**src/rtl/mem_arbiter_pkg.sv**
```systemverilog
// rtl/mem_arbiter_pkg.sv - shared encodings for the unified-memory arbiter
package mem_arbiter_pkg;

    typedef enum logic [1:0] {
        ARB_IDLE   = 2'd0,
        ARB_ACCESS = 2'd1,
        ARB_WAIT   = 2'd2,
        ARB_DONE   = 2'd3
    } arb_state_e;

    typedef enum logic {
        OWN_IF = 1'b0,
        OWN_D  = 1'b1
    } arb_owner_e;

    function automatic int lat_cnt_w(input int lat);
        return $clog2(lat + 1);
    endfunction

endpackage

```
**src/rtl/mem_arbiter_lat_cnt.sv**
```systemverilog
// rtl/mem_arbiter_lat_cnt.sv - loadable down-counter timing the memory read latency
module arb_lat_cnt #(
    parameter int W = 1
) (
    input  logic         clk,
    input  logic         rst,
    input  logic         load,
    input  logic [W-1:0] load_val,
    input  logic         dec,
    output logic         last
);

    logic [W-1:0] cnt_q, cnt_d;

    always_comb begin
        cnt_d = cnt_q;
        if (load) begin
            cnt_d = load_val;
        end else if (dec && (cnt_q != '0)) begin
            cnt_d = cnt_q - 1'b1;
        end
    end

    always_ff @(posedge clk) begin
        if (rst) begin
            cnt_q <= '0;
        end else begin
            cnt_q <= cnt_d;
        end
    end

    assign last = (cnt_q == W'(1));

endmodule

```
**src/rtl/mem_arbiter.sv**
```systemverilog
// rtl/mem_arbiter.sv - serialises fetch and data accesses onto a single-port fixed-latency memory
module mem_arbiter
    import mem_arbiter_pkg::*;
#(
    parameter int ADDR_W  = 16,
    parameter int DATA_W  = 16,
    parameter int MEM_LAT = 1
) (
    input  logic              clk,
    input  logic              rst,
    input  logic              if_req,
    input  logic [ADDR_W-1:0] if_addr,
    output logic [DATA_W-1:0] if_rdata,
    output logic              if_valid,
    input  logic              d_req,
    input  logic              d_we,
    input  logic [ADDR_W-1:0] d_addr,
    input  logic [DATA_W-1:0] d_wdata,
    output logic [DATA_W-1:0] d_rdata,
    output logic              d_valid,
    input  logic              halt,
    output logic              mem_en,
    output logic              mem_we,
    output logic [ADDR_W-1:0] mem_addr,
    output logic [DATA_W-1:0] mem_wdata,
    input  logic [DATA_W-1:0] mem_rdata,
    output logic              stall
);

    localparam int               CNT_W = lat_cnt_w(MEM_LAT);
    localparam logic [CNT_W-1:0] LAT_V = CNT_W'(MEM_LAT);

    arb_state_e        state_q, state_d;
    arb_owner_e        owner_q, owner_d;
    logic [ADDR_W-1:0] addr_q, addr_d;
    logic              we_q, we_d;
    logic [DATA_W-1:0] wdata_q, wdata_d;
    logic [DATA_W-1:0] if_rdata_q, if_rdata_d;
    logic [DATA_W-1:0] d_rdata_q, d_rdata_d;
    logic              cnt_load, cnt_dec, cnt_last;

    arb_lat_cnt #(.W(CNT_W)) u_lat_cnt (
        .clk      (clk),
        .rst      (rst),
        .load     (cnt_load),
        .load_val (LAT_V),
        .dec      (cnt_dec),
        .last     (cnt_last)
    );

    always_comb begin
        state_d    = state_q;
        owner_d    = owner_q;
        addr_d     = addr_q;
        we_d       = we_q;
        wdata_d    = wdata_q;
        if_rdata_d = if_rdata_q;
        d_rdata_d  = d_rdata_q;
        cnt_load   = 1'b0;
        cnt_dec    = 1'b0;
        unique case (state_q)
            ARB_IDLE: begin
                // Data first: it belongs to the older instruction in the pipe.
                if (d_req) begin
                    owner_d = OWN_D;
                    addr_d  = d_addr;
                    we_d    = d_we;
                    wdata_d = d_wdata;
                    state_d = ARB_ACCESS;
                end else if (if_req && !halt) begin
                    owner_d = OWN_IF;
                    addr_d  = if_addr;
                    we_d    = 1'b0;
                    wdata_d = '0;
                    state_d = ARB_ACCESS;
                end
            end
            ARB_ACCESS: begin
                cnt_load = 1'b1;
                state_d  = ARB_WAIT;
            end
            ARB_WAIT: begin
                cnt_dec = 1'b1;
                if (cnt_last) begin
                    if (!we_q) begin
                        if (owner_q == OWN_D) d_rdata_d  = mem_rdata;
                        else                  if_rdata_d = mem_rdata;
                    end
                    state_d = ARB_DONE;
                end
            end
            ARB_DONE: begin
                state_d = ARB_IDLE;
            end
            default: begin
                state_d = ARB_IDLE;
            end
        endcase
    end

    always_ff @(posedge clk) begin
        if (rst) begin
            state_q    <= ARB_IDLE;
            owner_q    <= OWN_IF;
            addr_q     <= '0;
            we_q       <= 1'b0;
            wdata_q    <= '0;
            if_rdata_q <= '0;
            d_rdata_q  <= '0;
        end else begin
            state_q    <= state_d;
            owner_q    <= owner_d;
            addr_q     <= addr_d;
            we_q       <= we_d;
            wdata_q    <= wdata_d;
            if_rdata_q <= if_rdata_d;
            d_rdata_q  <= d_rdata_d;
        end
    end

    assign mem_en    = (state_q == ARB_ACCESS);
    assign mem_we    = mem_en && we_q;
    assign mem_addr  = addr_q;
    assign mem_wdata = wdata_q;
    assign if_rdata  = if_rdata_q;
    assign d_rdata   = d_rdata_q;
    assign if_valid  = (state_q == ARB_DONE) && (owner_q == OWN_IF);
    assign d_valid   = (state_q == ARB_DONE) && (owner_q == OWN_D);
    assign stall     = (if_req && !if_valid) || (d_req && !d_valid);

endmodule

```
**config.mk**
```make
export PLATFORM = sky130hd
export DESIGN_NAME = mem_arbiter
export DESIGN_NICKNAME = d
export VERILOG_FILES = /design/src/rtl/mem_arbiter_pkg.sv /design/src/rtl/mem_arbiter_lat_cnt.sv /design/src/rtl/mem_arbiter.sv
export SDC_FILE = /design/constraint.sdc
export NUM_CORES = 1
export LEC_CHECK = 0
export ABC_AREA = 1
export CAP_MARGIN = 20
export CORE_MARGIN = 2
export CORE_UTILIZATION = 30
export DETAILED_ROUTE_END_ITERATION = 10
export GPL_ROUTABILITY_DRIVEN = 0
export SLEW_MARGIN = 40
export SYNTH_ARGS = -nofsm -noshare
export SYNTH_HDL_FRONTEND = slang
export SYNTH_SLANG_ARGS = --single-unit
export TNS_END_PERCENT = 10
```
**constraint.sdc**
```tcl
create_clock -name clk -period 2.1 [get_ports clk]
set_clock_uncertainty 0.2 [all_clocks]
set_input_delay 0.42 -clock clk [delete_from_list [all_inputs] [get_ports clk]]
set_output_delay 0.42 -clock clk [all_outputs]
set_load 0.01 [all_outputs]
```
# Word-level counts from Yosys, hierarchy flattened
# Cells that the tools add are included.
# W data, S select, Z words.
# word_totals
ff_bits,69
in_bits,70
word_cells,49
# classes
n_reduce_logical,18
n_bitwise,2
n_addsub,1
eq_ne,5
muxes,15
# ops
op,count
$mux W16,4
$pmux W2 S4,1
$reduce_and A4 Y1,2
$logic_and A1 B1 Y1,7
$mux W1,7
$mux W2,3
$eq A2 B2 Y1 const B,2
$reduce_and A2 Y1,2
$reduce_bool A2 Y1,2
$logic_not A1 Y1,3
$ne A3 B3 Y1 const B,1
$eq A2 B1 Y1 const B,1
$logic_not A2 Y1,1
$ne A2 B1 Y1 const B,1
$not A1 Y1,2
$logic_or A1 B1 Y1,1
$sub A1 B1 Y1 const B,1

# Logic depth before layout (Yosys ltp)
# Gate-level depths: netlist (run 1).
# logic_depth
word_depth,5
mapped_depth,9
depth_no_buf,8

# Hierarchy
# A second synthesis (run 1) with hierarchy kept.
# unflattened
hier_cells,388
area_unflattened_um2,3002.9
# by_module_without_submodules
mod,area_each_um2,cells_per_inst,n_inst
mem_arbiter,2955.3,380,1
arb_lat_cnt,47.5,8,1

# Worst setup path after synthesis (run 1)
# OpenSTA, ideal clock, no wires.
# synth_timing
path_kind,register to register
start,register state_q[0]
end,register if_rdata_q[0] (netlist: if_rdata[0])
t_arrival_ns,1.213
synth_period_minus_slack_ns,1.529
path_stages_with_launch,9
slack_ns,0.571
path_buffers,1
path_cell_list,dfxtp_1 > inv_1 > ha_1 > inv_2 > nor2_4 > nand2_4 > buf_6 > o21ai_0 > nor2_1
# synth_via
elab_chain_len,2
# synth_lines
item,line,text
from (decl),mem_arbiter.sv:33,"arb_state_e state_q, state_d;"
from (signal assigned),mem_arbiter.sv:111,state_q <= state_d;
$eq A2 B2 Y1,mem_arbiter.sv:61,unique case (state_q)
$reduce_and A4 Y1 (no source line),-,
to (signal assigned),mem_arbiter.sv:116,if_rdata_q <= if_rdata_d;
to (decl),mem_arbiter.sv:38,"logic [DATA_W-1:0] if_rdata_q, if_rdata_d;"
# No other way between the ends.
# A chain may end at the register's enable or synchronous reset.

# Final worst setup path (run 1)
# layout_timing
start,register state_q[1]
end,output mem_we
# layout_via
elab_chain_len,2
# layout_lines
item,line,text
$eq A2 B1 Y1,mem_arbiter.sv:121,assign mem_en = (state_q == ARB_ACCESS);
$logic_and A1 B1 Y1,mem_arbiter.sv:122,assign mem_we = mem_en && we_q;
to (decl),mem_arbiter.sv:23,"output logic mem_we,"
# No other way between the ends.

==> insert_results.sql, run 1 <==
INSERT INTO impl_metrics (metric_group, metric, value, unit) VALUES
('status', 'outcome', 'complete, no violations', ''),
('min_path', 'number_of_cells_on_the_worst_hold_path', '2', ''),
('critical_path', 'timing.critical_path.cells', 'inv_1, ha_2, nand2_1, inv_1, dlygate4sd2_1', ''),
('synthesis', 'synth_ff_type', 'sky130_fd_sc_hd__dfxtp_1', ''),
('clocking', 'cts-buffers-inserted', '9', ''),
('timing', 'rsz0062_at_grt', 'false', ''),
('timing', 'timing.final.hold_violations', '0', ''),
('clocking', 'clk_pin_slew_worst_paths', '70', 'ps'),
('critical_path', 'timing.critical_path.required', '1480', 'ps'),
('placement', 'preCtsSetupSlack', '-96.8', 'ps'),
('placement', 'dpl.hpwl', '5910', 'um'),
('clocking', 'htreeDepth', '3', ''),
('placement', 'dp_cells', '638', ''),
('drt', 'route.detailed.wl_per_inst', '12.4', 'um'),
('grt', 'grt_pass1_vias', '2764', ''),
('timing', 'slew-limit-headroom', '0.747', ''),
('power_and_ir_drop', 'power_frac_seq', '0.412', ''),
('final_layout', 'diodes', '0', ''),
('synthesis', 'ys_top_cells_by_area', 'sky130_fd_sc_hd__dfxtp_1 (48%), sky130_fd_sc_hd__nor2_1 (9.1%), sky130_fd_sc_hd__o21ai_0 (8.3%), sky130_fd_sc_hd__nand2_1 (7.8%), sky130_fd_sc_hd__a21oi_1 (6.4%)', ''),
('critical_path', 'crit-reg2reg-launch', 'state_q[0]', ''),
('job', 'cap_viol_max_count', '0', ''),
('floorplan', 'i_o_pins', '139', ''),
('critical_path', 'worst_path_most_repeated_cell', 'sky130_fd_sc_hd__inv_1', ''),
('floorplan', 'die-area', '10400', 'sq um'),
('drt', 'postRouteAntennaNets', '0', ''),
('critical_path', 'ff2ff_setup_slack', '320', 'ps'),
('power_and_ir_drop', 'peakVddDrop', '0.354', 'mV'),
('power_and_ir_drop', 'power.density_cell_area', '867', 'nW/um^2'),
('drt', 'drt_drc_violations_left', '0', ''),
('final_layout', 'utilization', '0.491', ''),
('final_layout', 'layout.cells.non_filler', '654', ''),
('clocking', 'post-cts-setup-buffer-count', '0', ''),
('critical_path', 'crit_path_max_incr_delay', '350', 'ps'),
('power_and_ir_drop', 'share_comb_of_total_power', '0.343', ''),
('grt', 'grt_start_max_net_pins', '36', ''),
('grt', 'grt_pass1_wl', '13000', 'um'),
('drt', 'via_per_inst', '4.40', ''),
('clocking', 'worstSkewPairLatency', '350', 'ps'),
('floorplan', 'start_util', '0.311', ''),
('final_layout', 'register_area', '1390', 'sq um'),
('drt', 'via_count', '2880', ''),
('final_layout', 'final.fill_count', '933', ''),
('floorplan', 'row_count', '35', ''),
('timing', 'timing.final.ws_setup', '107', 'ps'),
('grt', 'globalRouteOverflowTotal', '0', ''),
('clocking', 'clock-root-buffer', 'sky130_fd_sc_hd__clkbuf_8', ''),
('critical_path', 'worst_path_max_delay_cell', 'sky130_fd_sc_hd__dfxtp_2', ''),
('min_path', 'hp-class', 'register to register', ''),
('timing', 'fin_hold_ws', '280', 'ps'),
('final_layout', 'synth_to_final_area_change', '57.7', '%'),
('synthesis', 'synth_top_area_share', '0.478', ''),
('clocking', 'clock_tree.buffer_depth', '2', ''),
('floorplan', 'die_height', '102', 'um'),
('power_and_ir_drop', 'leakagePower', '1.78', 'nW'),
('synthesis', 'synthDominantAreaCellType', 'sky130_fd_sc_hd__dfxtp_1', ''),
('floorplan', 'fp.coreArea', '9280', 'sq um'),
('placement', 'port_buffers', '138', ''),
('final_layout', 'area_occupied_by_multi_input_gates', '1260', 'sq um'),
('synthesis', 'post_synthesis_sequential_element_count', '69', ''),
('critical_path', 'crit_type', 'register to primary output', ''),
('timing', 'total_negative_slack', '0', 'ps'),
('synthesis', 'synth.net_count', '460', ''),
('final_layout', 'nNetsFinal', '595', ''),
('timing', 'period_share', '0.949', ''),
('synthesis', 'synth.avg_cell_area', '7.51', 'sq um'),
('power_and_ir_drop', 'p_sw_frac', '0.338', ''),
('critical_path', 'worst_r2r_endpoint', 'd_rdata[5]', ''),
('synthesis', 'postSynth.asyncResetShare', '0', ''),
('drt', 'detail_route.wirelength', '8130', 'um'),
('clocking', 'ctsHoldBuffers', '0', ''),
('min_path', 'holdPathEnd', 'mem_addr[4]', '');
## power groups by stage
stage	sequential, W	combinational (W)	clock [W]
floorplan	0.00170	0.000692	0
global route	0.00165	0.00152	0.00106
CTS	0.00162	0.00137	0.00101
global placement	0.00164	0.00137	0
detailed placement	0.00164	0.00138	0
finish	0.00163	0.00136	0.000966
## cell type report
cell class,count,area share
Clock inverter,6,0.00851
Tap cell,129,0.0354
Clock buffer,10,0.0302
Inverter,31,0.0272
Multi-Input combinational cell,262,0.276
Sequential cell,69,0.304
Timing Repair Buffer,147,0.319
## state kept, by name (all words and copies together), names as in the netlist
signal and cells:
d_rdata 16, if_rdata 16, mem_addr 16, mem_wdata 16
owner_q 1, state_q 2, u_lat_cnt.last 1, we_q 1
## worst max path at each step
stage / startpoint / end / slack [ps] / cells past startpoint
finish: state_q[1] / mem_we / 110 / 5
global route: state_q[1] / mem_we / 10 / 5
CTS: state_q[0] / stall / 0.4 / 5
detailed placement: if_req / stall / -100 / 4
global placement: if_req / stall / -80 / 4
floorplan: state_q[0] / if_rdata[0] / 570 / 8
## critical path, delay by kind of cell (launching register included)
kind | cells | cell delay [ps]
simple gates | 1 | 60
buf+inv | 3 | 420
fa+ha+maj | 1 | 200
flops | 1 | 350
## metal layers
| metal | share of wire | vias up | GRT usage | wire (um) |
|---|---|---|---|---|
| met5 | 0 | - | 0 | 0 |
| met4 | 0.017 | 0 | 0.0708 | 135 |
| met3 | 0.078 | 11 | 0.0595 | 637 |
| met2 | 0.46 | 95 | 0.259 | 3720 |
| met1 | 0.45 | 1267 | 0.199 | 3630 |
| li1 | - | 1507 | - | - |
## layout by cell type (no fill, tap or decap), types with 2 or more instances in the layout
cell                                n
sky130_fd_sc_hd__clkinvlp_4         2
sky130_fd_sc_hd__clkinv_2           5
sky130_fd_sc_hd__nor2_1            70
sky130_fd_sc_hd__nand3_1           34
sky130_fd_sc_hd__dlygate4sd2_1      5
sky130_fd_sc_hd__clkdlybuf4s50_1  133
sky130_fd_sc_hd__buf_4              8
sky130_fd_sc_hd__nand2_4            3
sky130_fd_sc_hd__a21oi_1           37
sky130_fd_sc_hd__inv_2              2
sky130_fd_sc_hd__o21ai_0           47
sky130_fd_sc_hd__clkbuf_8          10
sky130_fd_sc_hd__inv_1             26
sky130_fd_sc_hd__dfxtp_1           67
sky130_fd_sc_hd__ha_1               3
sky130_fd_sc_hd__o21ai_1            2
sky130_fd_sc_hd__nand2_1           60
## repair_timing
item                                    in CTS  in global routing
cloned                                       0                  0
endpoints found under the setup margin       5                  1
gates resized for setup                      9                  3
## stage by stage
step	power [W]	cell area (sq um)
2_1_floorplan	0.00240	2890
3_3_place_gp	0.00300	4370
3_5_place_dp	0.00302	4370
4_1_cts	0.00400	4550
5_1_grt	0.00424	4560
6_report	0.00395	4560
## logic make-up (layout without fill, tap and decap cells)
logic type                 after synthesis  after routing  share of synthesized area
DFF                                     69             69                      0.478
and+or+nand+nor                        171            171                      0.259
buffers and inverters                   54            194                     0.0926
AOI/OAI and AO/OA                       86             86                      0.149
adders and majority gates                5              5                     0.0216
Power figures use the tool's default switching activity.
==> run 2: changes to the inputs <==
- PLACE_DENSITY: not set -> 0.72
==> insert_results.sql, run 2 (same netlist as run 1, synthesis figures left out) <==
INSERT INTO impl_metrics (metric_group, metric, value, unit) VALUES
('status', 'outcome', 'complete, no violations', ''),
('drt', 'via_per_inst', '4.52', ''),
('timing', 'period_share', '0.950', ''),
('clocking', 'clock_tree_from_tritoncts', 'built', ''),
('floorplan', 'row_count', '35', ''),
('min_path', 'hp-class', 'register to register', ''),
('placement', 'dpl.hpwl', '6030', 'um'),
('power_and_ir_drop', 'leakagePower', '1.81', 'nW'),
('placement', 'detailed_place.area', '4360', 'sq um'),
('final_layout', 'final_design_area_no_fill', '4610', 'sq um'),
('drt', 'drt_drc_violations_left', '0', ''),
('critical_path', 'crit_path_max_incr_delay', '360', 'ps'),
('final_layout', 'fraction_of_layout_cells_with_a_size_suffix_above_1', '0.0763', ''),
('clocking', 'cts-buffers-inserted', '9', ''),
('clocking', 'htreeDepth', '3', ''),
('critical_path', 'worst_path_max_delay_cell', 'sky130_fd_sc_hd__dfxtp_4', ''),
('final_layout', 'nNetsFinal', '595', ''),
('timing', 'rsz0062_at_grt', 'false', ''),
('floorplan', 'fp.dieW', '102', 'um'),
('grt', 'use_met3', '0.0609', ''),
('grt', 'grt_pass1_wl', '13100', 'um'),
('grt', 'grt_start_max_net_pins', '36', ''),
('clocking', 'clk_pin_slew_worst_paths', '70', 'ps'),
('timing', 'worst_slew_pin_slew', '370', 'ps'),
('floorplan', 'die_height', '102', 'um'),
('drt', 'route.detailed.wl_per_inst', '12.7', 'um'),
('drt', 'via_count', '2954', ''),
('placement', 'port_buffers', '138', ''),
('placement', 'preCtsSetupSlack', '-94.3', 'ps'),
('clocking', 'worstSkewPairLatency', '340', 'ps'),
('critical_path', 'critical_path_startpoint_category', 'register', ''),
('timing', 'drv_slew', '0', ''),
('clocking', 'cts.sink_count', '69', ''),
('grt', 'grtUsageMet2', '0.287', ''),
('floorplan', 'i_o_pins', '139', ''),
('critical_path', 'timing.critical_path.cells', 'buf_4, ha_2, nand2_1, inv_1, dlygate4sd2_1', ''),
('power_and_ir_drop', 'peakVddDrop', '0.578', 'mV'),
('timing', 'min_period', '1990', 'ps'),
('critical_path', 'crit_type', 'register to primary output', ''),
('drt', 'detailedRoute.firstIterationViolations', '68', ''),
('critical_path', 'endpoint_kind_of_the_worst_setup_timing_path', 'primary output', ''),
('floorplan', 'start_util', '0.311', ''),
('drt', 'drt-pass1-iter-count', '4', ''),
('floorplan', 'fp.coreArea', '9280', 'sq um'),
('final_layout', 'final_cell_mix', 'sky130_fd_sc_hd__clkdlybuf4s50_1 (133), sky130_fd_sc_hd__nor2_1 (70), sky130_fd_sc_hd__dfxtp_1 (67), sky130_fd_sc_hd__nand2_1 (60), sky130_fd_sc_hd__o21ai_0 (47)', ''),
('final_layout', 'final.fill_count', '934', ''),
('final_layout', 'layout.cells.most_common', 'sky130_fd_sc_hd__clkdlybuf4s50_1', ''),
('grt', 'grt_antenna_before_repair', '0', ''),
('grt', 'grt_pass1_vias', '2883', ''),
('clocking', 'clock-root-buffer', 'sky130_fd_sc_hd__clkbuf_8', ''),
('drt', 'detail_route.wirelength', '8310', 'um'),
('critical_path', 'timing.critical_path.required', '1480', 'ps'),
('critical_path', 'worst-path-max-fanout', '4', ''),
('grt', 'globalRouteOverflowTotal', '0', ''),
('grt', 'globalRouteMet1Util', '0.175', ''),
('power_and_ir_drop', 'power.density_cell_area', '932', 'nW/um^2'),
('floorplan', 'die-area', '10400', 'sq um'),
('critical_path', 'arrival', '1370', 'ps'),
('final_layout', 'diodes', '0', ''),
('timing', 'timing.final.hold_violations', '0', ''),
('final_layout', 'synth_to_final_area_change', '59.5', '%'),
('timing', 'slew-limit-headroom', '0.753', ''),
('drt', 'postRouteAntennaNets', '0', ''),
('job', 'cap_viol_max_count', '0', ''),
('timing', 'timing.final.ws_setup', '106', 'ps'),
('timing', 'maxClockFrequency', '0.502', 'GHz'),
('grt', 'groute.usage.overall', '0.161', ''),
('timing', 'setup-violations-final', '0', ''),
('clocking', 'clock_tree.buffer_depth', '2', ''),
('grt', 'gr-max-usage-layer', 'met2', '');
[run 2: changes by cell type in the layout (fill, tap and decap cells not counted)]
cell,previous run,this run
sky130_fd_sc_hd__bufinv_16,0,3
sky130_fd_sc_hd__ha_4,1,0
sky130_fd_sc_hd__ha_2,1,2
sky130_fd_sc_hd__clkinv_4,1,2
sky130_fd_sc_hd__clkinvlp_4,2,0
sky130_fd_sc_hd__clkinv_2,5,3
sky130_fd_sc_hd__clkbuf_8,10,9
[run 2: per-layer routing]
metal	routed length (um)	vias to the layer above
li1	-	1505
met1	3440	1323
met2	3960	116
met3	789	10
met4	115	0
met5	0	-
[run 2: per-stage QoR]
step           utilization  TNS (ps)  total power, W  hold slack [ps]  instances
2_1_floorplan            -         0         0.00240              292        385
3_3_place_gp         0.470      -798         0.00298              261        637
3_5_place_dp         0.470     -2190         0.00302              274        637
4_1_cts              0.495         0         0.00433              283        652
5_1_grt              0.496         0         0.00456              303        653
6_report             0.496         0         0.00429              282        653
[run 2: worst paths after layout]
kind,start,endpoint,slack (ps),depth (start not counted)
min,mem_wdata[3],mem_wdata[3],280,2
min reg2reg,mem_wdata[3],mem_wdata[3],280,2
max,state_q[0],mem_we,110,5
max reg2reg,state_q[0],d_rdata[11],290,6
[run 2: layout make-up]
class | count | area (sq um) | area share
Clock buffer | 9 | 124 | 0.0269
Clock inverter | 6 | 113 | 0.0244
Inverter | 31 | 124 | 0.0269
Multi-Input combinational cell | 262 | 1250 | 0.270
Sequential cell | 69 | 1390 | 0.301
Tap cell | 129 | 161 | 0.0350
Timing Repair Buffer | 147 | 1460 | 0.316
[run 2: power by group]
group / internal, W / switching [W] / leakage (nW)
Sequential: 0.00150 / 0.000122 / 0.562
Clock: 0.000784 / 0.000516 / 0.119
Combinational: 0.000662 / 0.000707 / 1.13
[run 2: critical path: cells and delay by family (launching register included)]
family | cells | cell delay [ps]
buffers and inverters | 3 | 430
adders and majority gates | 1 | 180
DFF | 1 | 360
and+or+nand+nor | 1 | 60
[run 2: repair_timing]
action                                 4_1_cts  5_1_grt
hold buffers                                 0        0
gates resized for setup                      8        3
setup buffers                                0        1
endpoints found under the hold margin        0        0
setup endpoints to repair                    5        1
